`config.mk`:
```
export PLATFORM = sky130hd
export DESIGN_NAME = cache_mem_arbiter
export DESIGN_NICKNAME = d
export VERILOG_FILES = /design/src/rtl/cpu_types_pkg.sv /design/src/rtl/cache_mem_arbiter.sv
export SDC_FILE = /design/constraint.sdc
export NUM_CORES = 1
export LEC_CHECK = 0
export CELL_PAD_IN_SITES_DETAIL_PLACEMENT = 1
export CELL_PAD_IN_SITES_GLOBAL_PLACEMENT = 1
export CORE_AREA = 2 2 97 146
export CTS_BUF_LIST = sky130_fd_sc_hd__clkbuf_8
export DETAILED_ROUTE_END_ITERATION = 6
export DIE_AREA = 0 0 99 148
export GPL_TIMING_DRIVEN = 0
export PLACE_DENSITY_LB_ADDON = 0.2
export SLEW_MARGIN = 20
export SYNTH_ARGS = -nofsm -noshare
export SYNTH_HDL_FRONTEND = slang
export SYNTH_SLANG_ARGS = --single-unit
export TNS_END_PERCENT = 30
```
`constraint.sdc`:
```
create_clock -name CLK -period 2.2 [get_ports CLK]
set_clock_uncertainty 0.1 [all_clocks]
set_input_delay 0.22 -clock CLK [delete_from_list [all_inputs] [get_ports CLK]]
set_output_delay 0.22 -clock CLK [all_outputs]
set_load 0.005 [all_outputs]
```
`src/rtl/cpu_types_pkg.sv`:
```
// Shared types for the cache/RAM arbiter: RAM handshake states, word type, grant FSM states.
package cpu_types_pkg;
  localparam int WORD_W = 32;

  typedef logic [WORD_W-1:0] word_t;

  typedef enum logic [1:0] {
    FREE   = 2'd0,
    BUSY   = 2'd1,
    ACCESS = 2'd2,
    ERROR  = 2'd3
  } ramstate_t;

  typedef enum logic [1:0] {
    IDLE   = 2'd0,
    IGRANT = 2'd1,
    DGRANT = 2'd2
  } arb_state_t;
endpackage

```
`src/rtl/cache_mem_arbiter.sv`:
```
// Shares one single-port RAM between icache and dcache; dcache has priority with
// two-beat bursts, and a streak counter forces an icache grant to prevent starvation.
module cache_mem_arbiter
  import cpu_types_pkg::*;
#(
  parameter int WORD_W      = 32,
  parameter int BURST_LEN   = 2,
  parameter int MAX_DSTREAK = 4
) (
  input  logic              CLK,
  input  logic              RST,
  input  logic              iREN,
  input  logic [WORD_W-1:0] iaddr,
  output logic              iwait,
  output logic [WORD_W-1:0] iload,
  input  logic              dREN,
  input  logic              dWEN,
  input  logic [WORD_W-1:0] daddr,
  input  logic [WORD_W-1:0] dstore,
  output logic              dwait,
  output logic [WORD_W-1:0] dload,
  output logic              ramREN,
  output logic              ramWEN,
  output logic [WORD_W-1:0] ramaddr,
  output logic [WORD_W-1:0] ramstore,
  input  logic [WORD_W-1:0] ramload,
  input  logic [1:0]        ramstate,
  output logic              arb_err
);
  localparam int BW = (BURST_LEN > 1) ? $clog2(BURST_LEN) : 1;
  localparam int SW = $clog2(MAX_DSTREAK + 1);

  arb_state_t    state, state_nxt;
  logic [BW-1:0] beat_cnt, beat_nxt;
  logic [SW-1:0] streak, streak_nxt, streak_upd;
  logic          d_req, access;

  assign d_req  = dREN | dWEN;
  assign access = (ramstate == ACCESS);

  // Streak value at the end of a dcache grant: counts only while icache is kept waiting.
  assign streak_upd = !iREN ? '0 :
                      (streak == SW'(MAX_DSTREAK)) ? streak : streak + 1'b1;

  always_ff @(posedge CLK or posedge RST) begin
    if (RST) begin
      state    <= IDLE;
      beat_cnt <= '0;
      streak   <= '0;
      arb_err  <= 1'b0;
    end else begin
      state    <= state_nxt;
      beat_cnt <= beat_nxt;
      streak   <= streak_nxt;
      if (state != IDLE && ramstate == ERROR)
        arb_err <= 1'b1;
    end
  end

  always_comb begin
    state_nxt  = state;
    beat_nxt   = beat_cnt;
    streak_nxt = streak;
    ramREN     = 1'b0;
    ramWEN     = 1'b0;
    ramaddr    = '0;
    ramstore   = '0;
    iwait      = 1'b1;
    dwait      = 1'b1;
    iload      = '0;
    dload      = '0;
    case (state)
      IDLE: begin
        if (d_req && !(iREN && streak == SW'(MAX_DSTREAK))) begin
          state_nxt = DGRANT;
          beat_nxt  = '0;
        end else if (iREN) begin
          state_nxt = IGRANT;
        end
      end
      IGRANT: begin
        ramREN  = 1'b1;
        ramaddr = iaddr;
        if (!iREN) begin
          state_nxt = IDLE;
        end else if (access) begin
          iwait      = 1'b0;
          iload      = ramload;
          state_nxt  = IDLE;
          streak_nxt = '0;
        end
      end
      DGRANT: begin
        ramWEN   = dWEN;
        ramREN   = dREN & ~dWEN;
        ramaddr  = daddr;
        ramstore = dstore;
        if (!d_req) begin
          state_nxt  = IDLE;
          streak_nxt = streak_upd;
        end else if (access) begin
          dwait = 1'b0;
          if (!dWEN) dload = ramload;
          if (beat_cnt < BW'(BURST_LEN - 1)) begin
            beat_nxt = beat_cnt + 1'b1;
          end else begin
            state_nxt  = IDLE;
            streak_nxt = streak_upd;
          end
        end
      end
      default: state_nxt = IDLE;
    endcase
  end
endmodule

```
# ---- Word-level counts from Yosys, hierarchy flattened
# Index checks and enable logic that the tools add are counted.
dict set report op_classes {
  n_addsub 2
  n_lt_le_gt_ge 1
  eq_ne 15
  mux 37
  n_bitwise 3
  reduce_logical 11
}
# operator count
set op_table {}
lappend op_table {{32-bit 2-to-1 mux} 8}
lappend op_table {{32-bit one-hot mux with 2 select lines} 1}
lappend op_table {{3-bit 2-to-1 mux} 7}
lappend op_table {{2-bit 2-to-1 mux} 7}
lappend op_table {{2-bit inequality test (second input constant)} 6}
lappend op_table {{3-bit inequality test (second input constant)} 4}
lappend op_table {{1-bit 2-to-1 mux} 10}
lappend op_table {{5-bit AND reduction} 2}
lappend op_table {{2-bit == test (second input constant)} 3}
lappend op_table {{2-bit one-hot mux with 3 select lines} 1}
lappend op_table {{3-bit one-hot mux with 2 select lines} 1}
lappend op_table {{2-bit nonzero test} 3}
lappend op_table {{1-bit one-hot mux with 2 select lines} 2}
lappend op_table {{4-bit AND reduction} 1}
lappend op_table {{3-bit by 1-bit adder with 3-bit output (second input constant)} 1}
lappend op_table {{3-bit == test (second input constant)} 1}
lappend op_table {{1-bit logical AND} 3}
lappend op_table {{2-bit by 1-bit == test with 1-bit output (second input constant)} 1}
lappend op_table {{2-bit zero test} 1}
lappend op_table {{1-bit adder (second input constant)} 1}
lappend op_table {{1-bit AND} 1}
lappend op_table {{1-bit zero test} 1}
lappend op_table {{1-bit less-than comparator (second input constant)} 1}
lappend op_table {{1-bit NOT} 1}
lappend op_table {{1-bit OR} 1}
dict set report word_totals {
  register_bits 7
  input_bits 135
  out_inout_bits 133
  elab_cells 73
}

# ---- Depth between registers and ports, before layout
dict set report logic_depth {
  depth_word 7
  mapped_depth 7
  mapped_depth_nobuf 6
}

# ---- Worst setup path after synthesis
# OpenSTA, ideal clock, no wires.
dict set report synth_path {
  kind {flip-flop to output port}
  from {register state[0]}
  to {output port dload[22]}
  arrival_ps 1431
  required_ps 1880
  path_slack_ps 449
  stages_incl_launch_ff 8
  n_path_buf 2
  cell_sequence {dfrtp_1 > inv_1 > ha_1 > buf_2 > inv_2 > nor3b_2 > buf_2 > and3_1}
}
dict set report synth_via {
  elab_chain_len 2
}
# item line_no
set synth_rtl {}
lappend synth_rtl {{from (decl)} cache_mem_arbiter.sv:33} ;# arb_state_t state, state_nxt;
lappend synth_rtl {{from (signal assigned)} cache_mem_arbiter.sv:52} ;# state <= state_nxt;
lappend synth_rtl {{2-bit == test} cache_mem_arbiter.sv:72} ;# case (state)
lappend synth_rtl {{32-bit 2-to-1 mux} cache_mem_arbiter.sv:72}
lappend synth_rtl {{to (decl)} cache_mem_arbiter.sv:21} ;# output logic [WORD_W-1:0] dload,
# No other way between the ends.

# ---- Worst setup path in the final report
dict set report layout_path {
  from {register state[0]}
  to {output port iload[4]}
}
dict set report layout_via {
  elab_chain_len 2
}
# item line_no
set layout_rtl {}
lappend layout_rtl {{2-bit by 1-bit == test with 1-bit output} cache_mem_arbiter.sv:72}
lappend layout_rtl {{32-bit 2-to-1 mux} cache_mem_arbiter.sv:72}
lappend layout_rtl {{to (decl)} cache_mem_arbiter.sv:15} ;# output logic [WORD_W-1:0] iload,
# No other way between the ends.

==> impl_metrics.py <==
metrics = {
    "outcome": {
        "outcome": "complete, but fails checks",
        "violations": "negative setup slack",
    },
    "route": {
        "routedWlPerCell_um": 18.0,
        "first_iter_violations": 44,
        "drc": 0,
        "vias": 3077,
        "ant_nets": 0,
        "drtPass1Iterations": 4,
        "routed_wl_um": 12600,
        "vias_per_cell": 4.39,
    },
    "sta": {
        "slew_viol_final": 0,
        "period_needed_ns": 2.39,
        "final_hold_viol_count": 0,
        "setup_tns_ns": -4.96,
        "finalSetupViolCount": 44,
        "tightest_slew_ns": 0.305,
        "slew_headroom_pct": 79.6,
        "holdWs_ns": 0.133,
        "fmax_ghz": 0.418,
        "rsz0062_at_grt": "true",
        "setup_ws_ns": -0.192,
        "period_share_pct": 109,
    },
    "synth": {
        "yosys_warnings": 0,
        "synth_seq_cells": 7,
        "synthCells": 250,
        "syn_avg_cell_area_sq_um": 6.87,
        "syn_nets": 390,
        "ys_seq_area_share_pct": 10.2,
        "netlist-cell-type-count": 37,
        "synthesis.area_sq_mm": 0.00172,
    },
    "grt": {
        "grt_pass1_vias": 3186,
        "use_met2_pct": 30.0,
        "use_met1_pct": 18.7,
        "busiest_layer": "met2",
        "antenna_found_initial": 0,
        "grt_usage_pct": 16.0,
        "grt_pass1_wl_um": 18800,
        "use_met3_pct": 3.55,
        "grt_max_degree": 11,
        "grt-ovfl-total": 0,
    },
    "critical_path": {
        "cp.arrival_ns": 2.07,
        "critical_path_class": "flop to output pin",
        "critPathRequiredTime_ns": 1.88,
        "r2r_cells": 8,
        "startpoint_type": "flop",
        "rr_startpoint": "state[1]",
        "worstReg2RegEnd": "streak[1]",
        "r2r_slack_ns": 0.32,
        "cp_max_fo": 10,
        "worstSetupEndpointType": "output pin",
    },
    "place": {
        "pre_cts_ws_ns": -0.548,
        "port_buffers": 266,
        "place_congestion": 0.813,
        "dp_hpwl_um": 10300,
    },
    "layout": {
        "nFillCells": 1600,
        "seq_area_sq_um": 175,
        "multiInputGateArea_sq_mm": 0.00147,
        "nets": 680,
        "finish.utilization_pct": 37.7,
        "mostFrequentLayoutCells": "clkdlybuf4s50_1, and3_1, dlymetal6s2s_1",
        "mostFrequentLayoutCell": "clkdlybuf4s50_1",
        "drive_gt1_share_pct": 21.7,
        "n_antenna_cell": 0,
        "areaGrowthSynthToFinish_pct": 193,
    },
    "floorplan": {
        "core_area_sq_mm": 0.0133,
        "start_util_pct": 12.9,
        "rows": 52,
        "chipHeight_um": 148,
        "ios": 268,
        "dieArea_sq_mm": 0.0147,
        "die_w_um": 99,
    },
    "clock_network": {
        "path_clk_slew_ns": 0.04,
        "cts_tree": "yes",
        "cts_hold_buf": 0,
        "clk_latency_ns": 0.23,
        "clk_path_buf_depth": 2,
        "clock-sinks": 7,
        "cts_htree_levels": 1,
        "numCtsBuffers": 3,
        "cts_root_buf": "clkbuf_8",
    },
    "pwr": {
        "p_leak_nw": 2.82,
        "irDropWorstVdd_uv": 374,
        "power_density_mw_per_mm2": 625,
    },
    "min_path": {
        "hold_class": "input port to asynchronous set/reset pin",
    },
    "job": {
        "maxCapViolCount": 0,
    },
}
## per-layer routing
metal / vias up / routed length [um] / part of all wire, %
met3: 8 / 939 / 7.4
met5: - / 0 / 0
met1: 1436 / 4930 / 39
li1: 1472 / - / -
met4: 0 / 107 / 0.85
met2: 161 / 6660 / 53
## cell usage after synthesis
cell type  instances  area, sq um
a31o_2             2         17.5
nand4_1            1         6.26
nor2b_1           32          200
inv_1              8         30.0
nor3_1             2         10.0
clkbuf_1          18         67.6
nand4b_2           1         15.0
o21ai_2            1         8.76
o21a_1             1         7.51
a41oi_1            1         8.76
a2bb2oi_2          1         15.0
a21bo_1            1         10.0
a31oi_1            2         12.5
o221ai_2           1         15.0
and3b_4            1         12.5
a32o_1             1         10.0
nor2_1             2         7.51
buf_4              1         7.51
and3_1            64          400
buf_1              2         7.51
o21ai_1            3         15.0
nand2b_1           1         6.26
inv_2              1         3.75
a21oi_1            3         15.0
and2b_4            1         10.0
and2_1            34          213
buf_2              8         40.0
nand3_1            2         10.0
a211oi_1           1         7.51
ha_1               5         62.6
nor3b_2            1         12.5
a22oi_1           32          240
or3_1              1         6.26
o22ai_1            1         6.26
or2_1              1         6.26
dfrtp_1            7          175
nand2_1            5         18.8
## flip-flops by register name (all words and copies together), names as in the netlist
signal / flops
streak: 3
arb_err: 1
beat_cnt: 1
state: 2
## report_power, final
group / switching, mW / leakage, nW / internal, mW / total [mW]
clock network: 0.0614 / 0.0269 / 0.121 / 0.183
logic: 1.13 / 2.70 / 1.63 / 2.76
registers: 0.0348 / 0.0888 / 0.164 / 0.199
total: 1.23 / 2.82 / 1.92 / 3.14
## cell type report
| type | instances | share of cell area (%) |
|---|---|---|
| tap | 162 | 4.03 |
| buffer | 28 | 5.80 |
| clock inverter | 1 | 0.0746 |
| inverter | 9 | 0.722 |
| sequential | 7 | 3.48 |
| timing repair buffer | 286 | 55.9 |
| clock buffer | 3 | 0.821 |
| multi-input combinational | 205 | 29.1 |
## through the flow
stage | power (mW) | cells | area (sq um)
6_report | 3.14 | 701 | 5030
3_5_place_dp | 2.65 | 678 | 4580
4_1_cts | 3.06 | 695 | 4880
5_1_grt | 3.43 | 701 | 5030
2_1_floorplan | 1.26 | 250 | 1720
3_3_place_gp | 2.62 | 678 | 4580
## worst max path at each step
stage               startpoint   endpoint  slack [ns]  cells after the start
finish                state[0]   iload[4]       -0.19                      7
global route          state[0]  iload[15]       -0.29                      7
CTS                   state[1]  iload[24]       -0.21                      7
detailed placement    state[0]  dload[27]       -0.55                      8
global placement      state[0]  dload[23]       -0.52                      8
floorplan             state[0]  dload[22]        0.45                      7
## worst max-delay path: stages (launching register included)
cell,delay [ns]
dfrtp_1,0.40
buf_4,0.14
ha_1,0.20
buf_6,0.14
and2_4,0.16
clkbuf_8,0.16
and3_1,0.18
clkdlybuf4s50_1,0.44
## logic make-up (layout without fill, tap and decap cells)
logic type / Yosys count / in the layout / synth area share (%)
flops: 7 / 7 / 10.2
buf+inv: 38 / 327 / 9.10
simple gates: 149 / 149 / 54.4
compound gates: 51 / 51 / 22.7
fa+ha+maj: 5 / 5 / 3.64
## what timing repair did
action | CTS | global route
resized for setup | 209 | 100
gates cloned | 1 | 1
endpoints found under the setup margin | 131 | 116
pin swaps | 1 | 2
setup buffers | 12 | 7
hold endpoints to repair | 0 | 0
No activity file was read; power rests on OpenSTA's default activity.
